<file path="src/rtl/fifo_frame_reader.sv">
// fifo_frame_reader
//   Pops bytes from a byte FIFO and parses framed configuration commands:
//   sync byte, opcode, address bytes, data bytes, XOR checksum. Frames that
//   pass the checksum are offered one at a time over a valid/ready handshake.
//   Frames that fail are dropped and counted.
//
// Ports
//   clk            system clock, rising edge
//   reset          asynchronous, active-high reset
//   fifo_data      FIFO head byte, valid while fifo_nonempty is high
//   fifo_nonempty  FIFO holds at least one byte
//   fifo_next      pop request; the head byte is consumed at this clock edge
//   cmd_valid      a checked command is available
//   cmd_ready      downstream accepts the command
//   cmd_opcode     command opcode
//   cmd_addr       address field (first byte on the wire is the MSB)
//   cmd_data       data field (first byte on the wire is the MSB)
//   chk_err        one-cycle pulse when a frame fails its checksum
//   err_count      failed-frame count, saturating at 255
module fifo_frame_reader #(
   parameter logic [7:0]  SyncByte  = 8'hA5,
   parameter int unsigned AddrBytes = 1,
   parameter int unsigned DataBytes = 2
) (
   input  logic                   clk,
   input  logic                   reset,
   input  logic [7:0]             fifo_data,
   input  logic                   fifo_nonempty,
   output logic                   fifo_next,
   output logic                   cmd_valid,
   input  logic                   cmd_ready,
   output logic [7:0]             cmd_opcode,
   output logic [8*AddrBytes-1:0] cmd_addr,
   output logic [8*DataBytes-1:0] cmd_data,
   output logic                   chk_err,
   output logic [7:0]             err_count
);

   localparam int unsigned AddrW    = 8 * AddrBytes;
   localparam int unsigned DataW    = 8 * DataBytes;
   localparam int unsigned MaxBytes = (AddrBytes > DataBytes) ? AddrBytes : DataBytes;
   localparam int unsigned CntW     = $clog2(MaxBytes + 1);

   localparam logic [CntW-1:0] AddrLast = CntW'(AddrBytes - 1);
   localparam logic [CntW-1:0] DataLast = CntW'(DataBytes - 1);

   localparam logic [2:0] StHunt   = 3'd0;
   localparam logic [2:0] StOpcode = 3'd1;
   localparam logic [2:0] StAddr   = 3'd2;
   localparam logic [2:0] StData   = 3'd3;
   localparam logic [2:0] StCheck  = 3'd4;
   localparam logic [2:0] StOutput = 3'd5;

   logic [2:0]       state_q, state_d;
   logic [CntW-1:0]  cnt_q, cnt_d;
   logic [7:0]       csum_q, csum_d;
   logic [7:0]       op_q, op_d;
   logic [AddrW-1:0] addr_q, addr_d;
   logic [DataW-1:0] data_q, data_d;
   logic             chk_err_q, chk_err_d;
   logic [7:0]       err_q, err_d;

   // Reset gates the pop so no byte is lost while the parser is held.
   assign fifo_next = fifo_nonempty && (state_q != StOutput) && !reset;

   always_comb begin
      state_d   = state_q;
      cnt_d     = cnt_q;
      csum_d    = csum_q;
      op_d      = op_q;
      addr_d    = addr_q;
      data_d    = data_q;
      chk_err_d = 1'b0;
      err_d     = err_q;
      case (state_q)
         StHunt: begin
            if (fifo_next && fifo_data == SyncByte) state_d = StOpcode;
         end
         StOpcode: begin
            if (fifo_next) begin
               op_d    = fifo_data;
               csum_d  = fifo_data;
               cnt_d   = AddrLast;
               state_d = StAddr;
            end
         end
         StAddr: begin
            if (fifo_next) begin
               // Shift-by-8 form works for a single-byte field as well.
               addr_d = (addr_q << 8) | AddrW'(fifo_data);
               csum_d = csum_q ^ fifo_data;
               if (cnt_q == '0) begin
                  cnt_d   = DataLast;
                  state_d = StData;
               end else begin
                  cnt_d = cnt_q - CntW'(1);
               end
            end
         end
         StData: begin
            if (fifo_next) begin
               data_d = (data_q << 8) | DataW'(fifo_data);
               csum_d = csum_q ^ fifo_data;
               if (cnt_q == '0) state_d = StCheck;
               else             cnt_d   = cnt_q - CntW'(1);
            end
         end
         StCheck: begin
            if (fifo_next) begin
               if (fifo_data == csum_q) begin
                  state_d = StOutput;
               end else begin
                  chk_err_d = 1'b1;
                  if (err_q != 8'hFF) err_d = err_q + 8'd1;
                  state_d = StHunt;
               end
            end
         end
         StOutput: begin
            if (cmd_ready) state_d = StHunt;
         end
         default: state_d = StHunt;
      endcase
   end

   always_ff @(posedge clk or posedge reset) begin
      if (reset) begin
         state_q   <= StHunt;
         cnt_q     <= '0;
         csum_q    <= '0;
         op_q      <= '0;
         addr_q    <= '0;
         data_q    <= '0;
         chk_err_q <= 1'b0;
         err_q     <= '0;
      end else begin
         state_q   <= state_d;
         cnt_q     <= cnt_d;
         csum_q    <= csum_d;
         op_q      <= op_d;
         addr_q    <= addr_d;
         data_q    <= data_d;
         chk_err_q <= chk_err_d;
         err_q     <= err_d;
      end
   end

   assign cmd_valid  = (state_q == StOutput);
   assign cmd_opcode = op_q;
   assign cmd_addr   = addr_q;
   assign cmd_data   = data_q;
   assign chk_err    = chk_err_q;
   assign err_count  = err_q;

endmodule
</file>
<file path="config.mk">
export PLATFORM = sky130hd
export DESIGN_NAME = fifo_frame_reader
export DESIGN_NICKNAME = d
export VERILOG_FILES = /design/src/rtl/fifo_frame_reader.sv
export SDC_FILE = /design/constraint.sdc
export NUM_CORES = 1
export LEC_CHECK = 0
export BUFFER_PORTS_ARGS = -buffer_cell sky130_fd_sc_hd__buf_2
export CAP_MARGIN = 10
export CORE_ASPECT_RATIO = 0.5
export CORE_UTILIZATION = 51
export CTS_CLUSTER_DIAMETER = 50
export DETAILED_ROUTE_END_ITERATION = 8
export PLACE_DENSITY = 0.81
export SETUP_SLACK_MARGIN = 0.05
export SYNTH_ARGS = -nofsm -noshare
export SYNTH_HDL_FRONTEND = slang
export SYNTH_SLANG_ARGS = --single-unit
</file>
<file path="constraint.sdc">
create_clock -name clk -period 3.87 [get_ports clk]
set_input_delay 0.1935 -clock clk [delete_from_list [all_inputs] [get_ports clk]]
set_output_delay 0.1935 -clock clk [all_outputs]
set_load 0.01 [all_outputs]
</file>
* Yosys cells after proc, flatten, opt, wreduce, memory -nomap -nowiden
Index checks and enable logic that the tools add are counted.
** Word-level totals
- Input port bits :: 12
- Word-level logic and storage cells :: 70
- Bits in registers :: 54
- Output and inout port bits :: 43
** Operators by class
- Eq/ne operators :: 19
- Muxes and demuxes :: 22
- Add/sub/neg operators :: 2
- Bitwise gates (word level) :: 3
- Reduce and logical (&&, ||, !) cells :: 16
** Operators by type and width (number)
- two-way mux 3 bit :: 9
- one-hot mux 3 bit (6 select lines) :: 1
- two-way mux 8 bit :: 2
- != test 2 bit (second input constant) :: 8
- bitwise OR 16 x 8 -> 16 bit :: 1
- one-hot mux 8 bit (2 select lines) :: 1
- two-way mux 2 bit :: 5
- adder 8 x 1 -> 8 bit (second input constant) :: 1
- == test 8 bit :: 1
- == test 8 bit (second input constant) :: 1
- != test 8 bit (second input constant) :: 1
- AND reduction 8 bit :: 1
- XOR 8 bit :: 1
- == test 3 x 2 -> 1 bit (second input constant) :: 2
- == test 3 bit (second input constant) :: 2
- one-hot mux 2 bit (3 select lines) :: 1
- AND reduction 2 bit :: 3
- AND reduction 5 bit :: 1
- != test 2 x 1 -> 1 bit (second input constant) :: 2
- AND reduction 4 bit :: 1
- == test 3 x 1 -> 1 bit (second input constant) :: 1
- logical AND 1 bit :: 3
- zero test 3 bit :: 1
- two-way mux 1 bit :: 3
- other kinds (9) :: 9

* Logic depth before layout (Yosys ltp)
Gate-level depths: netlist (run 1).
- Word-level depth :: 6
- Gate-level depth with buffers :: 7
- Depth with buffers taken out :: 7

* Worst setup path after synthesis (run 1)
OpenSTA, ideal clock, no wires.
- Kind :: register to register
- Start point :: register state_q[0]
- End point :: register err_q[1] (netlist: err_count[1])
- Data required time :: 3.742 ns
- Path buffers :: 1
- Data arrival time :: 1.620 ns
- Stages on the path, launching flop included :: 7
- Slack :: 2.122 ns
- Library setup time :: 0.128 ns
- Cell sequence :: dfrtp_1 -> buf_6 -> or3b_4 -> a31oi_4 -> nand2_2 -> nor2_2 -> mux2_1
** Between the ends
- Word-level cells in the longest chain between the ends :: 4
** Ends and longest elaborated chain
- start, declared :: line 54 : logic [2:0] state_q, state_d;
- start signal, assigned :: line 128 : state_q <= StHunt;
- start signal, assigned :: line 137 : state_q <= state_d;
- != test 3 bit :: line 64 : assign fifo_next = fifo_nonempty && (state_q != StOutput) && !reset;
- logical AND 1 bit (2 in series) :: line 64
- AND reduction 4 bit (no source line) (*)
- end signal, assigned :: line 144 : err_q <= err_d;
- end, declared :: line 61 : logic [7:0] err_q, err_d;
Every way passes the cells marked *; elsewhere a longest branch is shown, timed or not.
A chain may end at the register's enable or synchronous reset.

* Worst setup path in the final report (run 1)
- Start point :: register state_q[0]
- End point :: register op_q[0] (netlist: cmd_opcode[0])
** Between the ends
- Word-level cells in the longest chain between the ends :: 4
** Ends and longest elaborated chain
- != test 3 bit :: line 64
- logical AND 1 bit (2 in series) :: line 64
- AND reduction 2 bit (no source line) (*)
- end signal, assigned :: line 140 : op_q <= op_d;
- end, declared :: line 57 : logic [7:0] op_q, op_d;
Marked as above.

==> out/summary.txt, run 1 <==
RR Startpoint: state_q[0]
CP required: 4070 ps
Routed len/inst: 14.5 µm
Slew margin rel.: 50.7%
Placed Cells: 320
Post-CTS setup buffers: 0
CTS tree: built
GP Congestion: 0.834
Final non-filler cell total: 330
Compound-Gate Fraction of Synth Area: 5.06%
Die extent in x: 102 µm
Pleak: 1.44 nW
Total power: 2.13 mW
Final Max Tran Viols: 0
Largest net degree at the start of global routing: 55
Maximum capacitance violations: 0
Die area: 5300 µm²
Worst Clk Skew: 5.89 ps
Die height: 52.0 µm
WHS Path Cells: 2
Total track usage: 20.4%
Max Freq: 475 MHz
Unrepaired setup endpoints after global routing: no
Setup CP Type: reg2reg
Mux contribution to synthesized area: 15.0%
Min-Delay Startpoint: fifo_data[7]
Tmin final: 2110 ps
Via count: 1,731
Setup crit end kind: register
Global-route wire length before repair: 7980 µm
Inserted Diodes: 0
Seq/Total Area, Yosys: 53.0%
Final net count: 278
Drt pass-1 iters: 4
Synthesized area: 2550 µm²
Design area: 3010 µm²
Final worst hold slack: 175 ps
Grt ovf: 0
Max Root-Sink Buffers: 2
Adder-cell share of the synthesized area: 1.47%
Worst r2r path cells: 4
Crit path launch type: register
Util after Layout: 65.6%
Setup TNS: 0 ps
Cell chain of the critical path: nor2_1, nor3_4, o21ai_2, mux2_1
Synth Area per Inst: 12.4 µm²
Initial core utilization: 55.5%
Drt total wl: 4790 µm
CP Max Fanout: 17
Yosys cell types: 44
Synth Area in XOR/XNOR: 7.90%
CTS Sinks: 54
CP max stage cell: dfrtp_1
Synthesized-area fraction occupied by and/or/nand/nor cells: 15.4%
Vias in the first global route: 1,643
Syn_nets: 221
Core area: 4590 µm²
Final setup viols: 0
Crit-path max cell delay: 720 ps
Worst Path Buf+Inv: 0
CTS root buffer: clkbuf_8
Hpwl dp: 3470 µm
Port Buffers: 54
Yosys warns: 0
Reg2reg setup slack: 1760 ps
Io pins: 55
Dominant synthesized flop cell: dfrtp_1
Most frequent cells in the layout: dfrtp_1 (54), buf_2 (54), mux2_1 (33), nand2_1 (25), xor2_1 (15)
Reg clk slew, reported paths: 100 ps
Status: complete, no violations
Post-place instance area: 2870 µm²
Fillers: 372
DRC: 0
Number of synthesized register bits: 54
Hold Path End: cmd_addr[7]
Crit. Startpoint: state_q[0]
Slew @ Worst Pin: 740 ps
Period utilisation layout: 54.4%
Final count of hold timing violations: 0
Type of the most critical hold path: in2reg
Dpl ws: 1810 ps
Synthesized instance count: 206
Area delta synth->final: 18.2%
Iteration-0 DRC Markers: 73
Num CTS Buffers: 5
Largest family of logic cells by synthesized area: simple AND/OR/NAND/NOR gates
Crit Reg-Reg Endpoint: cmd_opcode[0]
Worst-Skew Late Latency: 310 ps
Ys async rst share: 100%
PwrDens: 706 nW/µm²
EDFF count, synth: 0
Worst path arrival time: 2310 ps
Slack of the critical path: 1760 ps
Share of layout cells above drive strength 1: 30.7%
Core Rows: 17
Max rail drop VDD: 0.359 mV
Antenna-violating nets left: 0
Initial antenna violation count: 0
Crit-path leading delay family: flip-flops
H-Tree Level Count: 2
Vias per cell: 5.25
area by class of cell:
class                           count  area, µm²  area share (%)
Timing Repair Buffer               56        300            9.97
Multi-Input combinational cell    141       1140            37.9
Clock inverter                      3       48.8            1.62
Sequential cell                    54       1350            44.9
Tap cell                           66       82.6            2.74
Inverter                            5       18.8           0.623
Clock buffer                        5       68.8            2.28
report_power, final:
part           switching, mW  leakage (nW)  internal [mW]  total, mW
combinational          0.385         0.713          0.365      0.749
sequential             0.179         0.675          0.804      0.983
clock                  0.197        0.0563          0.197      0.394
worst max path at each step:
stage / endpoint / cells after the start / slack (ps)
after floorplan: err_count[1] / 6 / 2120
after global placement: cmd_opcode[3] / 4 / 1940
after detailed placement: cmd_opcode[0] / 4 / 1810
after CTS: cmd_opcode[0] / 4 / 1780
after global routing: cmd_opcode[0] / 4 / 1610
final: cmd_opcode[0] / 4 / 1760
logic make-up (layout without fill, tap and decap cells):
kind of cell	Yosys count	in the layout
multiplexers	34	34
buffers and inverters	11	69
adder cells (fa/ha/maj)	3	3
AND/OR/NAND/NOR	64	64
AO/OA/AOI/OAI	17	17
XOR/XNOR	23	23
flip-flops	54	54
worst reg2reg max path, delay by kind of cell (launching register included):
family	cells	cell delay, ps
AO/OA/AOI/OAI	1	330
flip-flops	1	720
multiplexers	1	400
AND/OR/NAND/NOR	2	560
Yosys cell counts, drive strengths merged, types with 4 or more instances:
master	instances	area share, %
dfrtp	54	53
mux2	33	15
nand2	26	3.9
xor2	15	5.2
nor2	9	1.8
nor3	8	2.6
xnor2	8	2.7
inv	5	0.74
buf	4	1.1
o21ai	4	0.93
timing repair:
item,in CTS,in global routing
hold endpoints to repair,0,9
hold buffers,0,1
resized for setup,0,0
layer usage:
metal	vias up	routed length (µm)	track usage, %
met5	-	0	0
met2	35	2280	33.1
met1	867	2240	26.9
met3	6	212	5.38
met4	0	56	7.14
li1	823	-	-
state kept, by name, indices dropped and copies added (netlist names):
signal      flops
cmd_data       16
csum_q          8
state_q         3
cmd_opcode      8
chk_err         1
cnt_q           2
err_count       8
cmd_addr        8
(Power assumes the default switching activity.)
==> run 2: changes to the inputs <==
--- a/config.mk
+++ b/config.mk
@@ -8,10 +8,10 @@
 export BUFFER_PORTS_ARGS = -buffer_cell sky130_fd_sc_hd__buf_2
 export CAP_MARGIN = 10
 export CORE_ASPECT_RATIO = 0.5
-export CORE_UTILIZATION = 51
+export CORE_UTILIZATION = 49
 export CTS_CLUSTER_DIAMETER = 50
 export DETAILED_ROUTE_END_ITERATION = 8
-export PLACE_DENSITY = 0.81
+export PLACE_DENSITY = 0.82
 export SETUP_SLACK_MARGIN = 0.05
 export SYNTH_ARGS = -nofsm -noshare
 export SYNTH_HDL_FRONTEND = slang
==> constraint.sdc (replaced) <==
create_clock -name clk -period 1.7 [get_ports clk]
set_input_delay 0.085 -clock clk [delete_from_list [all_inputs] [get_ports clk]]
set_output_delay 0.085 -clock clk [all_outputs]
set_load 0.01 [all_outputs]
==> out/summary.txt, run 2 (synthesis gave the netlist of run 1 again) <==
Antenna-violating nets left: 0
CP required: 1900 ps
Initial antenna violation count: 0
Area of the multi-input gates: 1170 µm²
Die area: 5510 µm²
GP Congestion: 0.788
Clock network fraction of total power: 15.3%
Total track usage: 20.0%
Routed len/inst: 15.2 µm
Io pins: 55
Setup TNS: 0 ps
Logic pwr share: 41.0%
PwrDens: 1560 nW/µm²
Maximum capacitance violations: 0
Status: complete, no violations
Inserted Diodes: 0
Crit-path leading delay family: simple AND/OR/NAND/NOR gates
Crit path launch type: register
Vias in the first global route: 1,745
Worst path arrival time: 1870 ps
Max Freq: 601 MHz
Most frequent cells in the layout: dfrtp_1 (54), buf_2 (54), mux2_1 (32), nand2_1 (25)
Drt pass-1 iters: 4
Slew @ Worst Pin: 568 ps
Num CTS Buffers: 5
Max rail drop VDD: 0.764 mV
Global-route wire length before repair: 8390 µm
Type of the most critical hold path: in2reg
CP Max Fanout: 4
Final Max Tran Viols: 0
Flop pwr share: 43.7%
Core area: 4950 µm²
Reg clk slew, reported paths: 100 ps
CTS root buffer: clkbuf_8
Worst Path Buf+Inv: 0
Hpwl dp: 3760 µm
Cell chain of the critical path: or3b_4, a31oi_4, nand2_4, nor2_4, mux2_4
Switch share: 37.2%
Final non-filler cell total: 349
Period utilisation layout: 97.8%
Placed Cells: 337
Pleak: 1.52 nW
Worst-Skew Late Latency: 310 ps
Util after Layout: 63.5%
Crit-path max cell delay: 420 ps
Final setup viols: 0
Reg area: 1350 µm²
Worst Clk Skew: 5.81 ps
Total power: 4.91 mW
Max Root-Sink Buffers: 2
Final count of hold timing violations: 0
DRC: 0
Drt total wl: 5320 µm
Grt ovf: 0
Setup crit end kind: register
CTS Sinks: 54
Sw Pwr: 1.83 mW
Core Rows: 18
Fillers: 399
Iteration-0 DRC Markers: 101
Die height: 53.0 µm
H-Tree Level Count: 2
Setup CP Type: reg2reg
Slew margin rel.: 62.1%
Die extent in x: 104 µm
Max FFs per register: 16
Area delta synth->final: 23.4%
Vias per cell: 5.13
P_int: 3.08 mW
Tmin final: 1660 ps
Via count: 1,792
Unrepaired setup endpoints after global routing: yes
Final worst hold slack: 77.1 ps
Initial core utilization: 51.4%
Port Buffers: 54
CTS tree: built
Final net count: 293
CP max stage cell: or3b_4
Largest net degree at the start of global routing: 30
Share of layout cells above drive strength 1: 35.8%
run 2: final timing paths:
kind	from	endpoint	slack (ps)	cells after the start
setup / recovery	state_q[2]	err_count[1]	40	5
hold / removal	fifo_data[1]	csum_q[1]	80	3
setup reg to reg	state_q[2]	err_count[1]	40	5
hold reg to reg	cmd_addr[3]	cmd_addr[3]	490	1
max in group asynchronous	reset	cmd_addr[6]	740	4
min in group asynchronous	reset	err_count[7]	400	3
run 2: layout make-up:
cell class / count / area share, %
clock buffer: 5 / 2.19
clock inverter: 3 / 0.756
inverter: 5 / 0.597
multi-input combinational: 141 / 37.2
sequential: 54 / 43.0
tap: 70 / 2.79
timing repair buffer: 71 / 13.5
run 2: power groups by stage:
| stage | sequential (mW) | clock (mW) | combinational (mW) |
|---|---|---|---|
| final | 2.14 | 0.754 | 2.01 |
| after detailed placement | 2.17 | 0 | 1.95 |
| after floorplan | 2.34 | 0 | 1.03 |
| after global placement | 2.13 | 0 | 1.86 |
| after CTS | 2.14 | 0.766 | 1.99 |
| after global routing | 2.21 | 0.810 | 2.21 |
run 2: worst reg2reg max path: stages, from the launching register on:
cell and delay, ps:
dfrtp_1 400, or3b_4 420, a31oi_4 200, nand2_4 100
nor2_4 130, mux2_4 310
run 2: metal layers:
layer | vias to the layer above | wire length [µm] | global-route usage [%]
met5 | - | 0 | 0
met4 | 0 | 76 | 7.62
met3 | 9 | 311 | 5.05
met2 | 51 | 2590 | 34.2
met1 | 883 | 2340 | 25.1
li1 | 849 | - | -
run 2: repair_timing:
action                                 in CTS  in global routing
gates resized for setup                     0                  3
pin swaps                                   2                  3
setup buffers                               1                  2
setup endpoints to repair                   1                 30
hold buffers                                1                  0
endpoints found under the hold margin      25                  0
run 2: through the flow:
| step | setup slack, ps | area (µm²) |
|---|---|---|
| after CTS | 50.8 | 3120 |
| after global routing | -11.0 | 3140 |
| after floorplan | -5.05 | 2560 |
| after detailed placement | 28.6 | 3010 |
| after global placement | 73.9 | 3010 |
| final | 37.4 | 3140 |
==> run 3: changes to the inputs <==
--- a/config.mk
+++ b/config.mk
@@ -5,13 +5,13 @@
 export SDC_FILE = /design/constraint.sdc
 export NUM_CORES = 1
 export LEC_CHECK = 0
-export BUFFER_PORTS_ARGS = -buffer_cell sky130_fd_sc_hd__buf_2
 export CAP_MARGIN = 10
 export CORE_ASPECT_RATIO = 0.5
-export CORE_UTILIZATION = 49
+export CORE_UTILIZATION = 51
 export CTS_CLUSTER_DIAMETER = 50
 export DETAILED_ROUTE_END_ITERATION = 8
-export PLACE_DENSITY = 0.82
+export DONT_BUFFER_PORTS = 1
+export PLACE_DENSITY = 0.75
 export SETUP_SLACK_MARGIN = 0.05
 export SYNTH_ARGS = -nofsm -noshare
 export SYNTH_HDL_FRONTEND = slang
==> out/summary.txt, run 3 (synthesis gave the netlist of run 1 again) <==
CTS Sinks: 54
Die extent in x: 102 µm
Inserted Diodes: 0
Design area: 3040 µm²
Via count: 1,635
Period utilisation layout: 98.8%
Dpl ws: 15.2 ps
Fillers: 355
Vias per cell: 5.34
Total track usage: 22.1%
Final non-filler cell total: 306
Setup CP Type: reg2reg
Global-route wire length before repair: 8490 µm
Drt total wl: 5250 µm
Vias in the first global route: 1,710
Num CTS Buffers: 5
Maximum capacitance violations: 0
Status: complete, no violations
CP max stage cell: dfrtp_1
Hpwl dp: 3510 µm
Antenna-violating nets left: 0
Crit-path max cell delay: 420 ps
Unrepaired setup endpoints after global routing: yes
Iteration-0 DRC Markers: 66
Slack of the critical path: 20.7 ps
Type of the most critical hold path: in2reg
Final worst hold slack: 164 ps
Worst Path Buf+Inv: 0
CP required: 1900 ps
Setup crit end kind: register
PwrDens: 1520 nW/µm²
Core Rows: 17
Crit path launch type: register
Drt pass-1 iters: 4
Reg clk slew, reported paths: 90 ps
Worst-Skew Late Latency: 310 ps
Most common cell after layout, fill and taps aside: dfrtp_1
Max FFs per register: 16
DRC: 0
Final setup viols: 0
Reg2reg setup slack: 20 ps
H-Tree Level Count: 2
Util after Layout: 66.3%
Io pins: 55
Routed len/inst: 17.1 µm
Final net count: 254
CTS root buffer: clkbuf_8
Cell chain of the critical path: or3b_4, a31oi_4, nand2_4, nor2_4, mux2_4
Most frequent cells in the layout: dfrtp_1 (54), mux2_1 (32), nand2_1 (25), buf_4 (16), xor2_1 (15)
Post-place instance area: 2750 µm²
Total power: 4.63 mW
Die area: 5300 µm²
Core area: 4590 µm²
Share of layout cells above drive strength 1: 20.0%
Slew @ Worst Pin: 358 ps
Tmin final: 1680 ps
Largest net degree at the start of global routing: 41
Max Root-Sink Buffers: 2
Initial core utilization: 55.5%
Placed Cells: 283
Met2 Resource Use GR: 36.1%
Worst Clk Skew: 7.97 ps
Final Max Tran Viols: 0
Final count of hold timing violations: 0
Area delta synth->final: 19.4%
Reg area: 1350 µm²
Slew margin rel.: 75.8%
GRT busiest layer: met2
GP Congestion: 0.838
Die height: 52.0 µm
Max rail drop VDD: 0.870 mV
Area of the multi-input gates: 1180 µm²
CTS tree: built
Worst path arrival time: 1880 ps
CP Max Fanout: 4
Setup TNS: 0 ps
Max Freq: 595 MHz
Initial antenna violation count: 0
Pleak: 1.36 nW
Grt ovf: 0
M3 GR Usage: 7.12%
M1 GR Usage: 27.8%
Port Buffers: 0
Crit-path leading delay family: simple AND/OR/NAND/NOR gates
[run 3: cell types whose count changed in the layout (fill, tap and decap cells not counted), sizes merged]
cell         change
buf             -50
bufinv           +1
clkbuf           +1
clkinvlp         -1
dlygate4sd3     +11
inv              -1
[run 3: final cells by class]
| type | instances | share of cell area [%] |
|---|---|---|
| Timing Repair Buffer | 32 | 9.95 |
| Clock inverter | 2 | 1.23 |
| Tap cell | 66 | 2.71 |
| Inverter | 5 | 0.617 |
| Clock buffer | 6 | 2.38 |
| Multi-Input combinational cell | 141 | 38.7 |
| Sequential cell | 54 | 44.4 |
[run 3: worst reg2reg max path: cells and delay by family (launching register included)]
kind / cells / cell delay (ps)
AOI/OAI and AO/OA: 1 / 210
muxes: 1 / 300
DFF: 1 / 420
and+or+nand+nor: 3 / 650
[run 3: layer usage]
metal / wire length, µm / vias to the layer above
met5: 0 / -
met4: 50 / 0
met3: 296 / 4
met2: 2470 / 36
met1: 2430 / 821
li1: - / 774
[run 3: repair_timing]
action                                  CTS  global route
hold endpoints to repair                 88             1
endpoints found under the setup margin    1            23
gates resized for setup                   0             7
setup buffers                             2             1
hold buffers                             11             1
pin swaps                                 2             4
[run 3: report_power, final]
group,internal (mW),switching (mW)
registers,1.84,0.572
logic,0.686,0.679
clock network,0.440,0.419
total,2.96,1.67
[run 3: path summary, 6_finish.rpt]
kind | start | endpoint | depth (start not counted)
min in group asynchronous | reset | chk_err | 2
setup / recovery | state_q[0] | err_count[1] | 5
hold / removal | cmd_ready | state_q[0] | 4
setup reg to reg | state_q[0] | err_count[1] | 5
max in group asynchronous | reset | cmd_opcode[5] | 3
hold reg to reg | err_count[6] | err_count[6] | 1
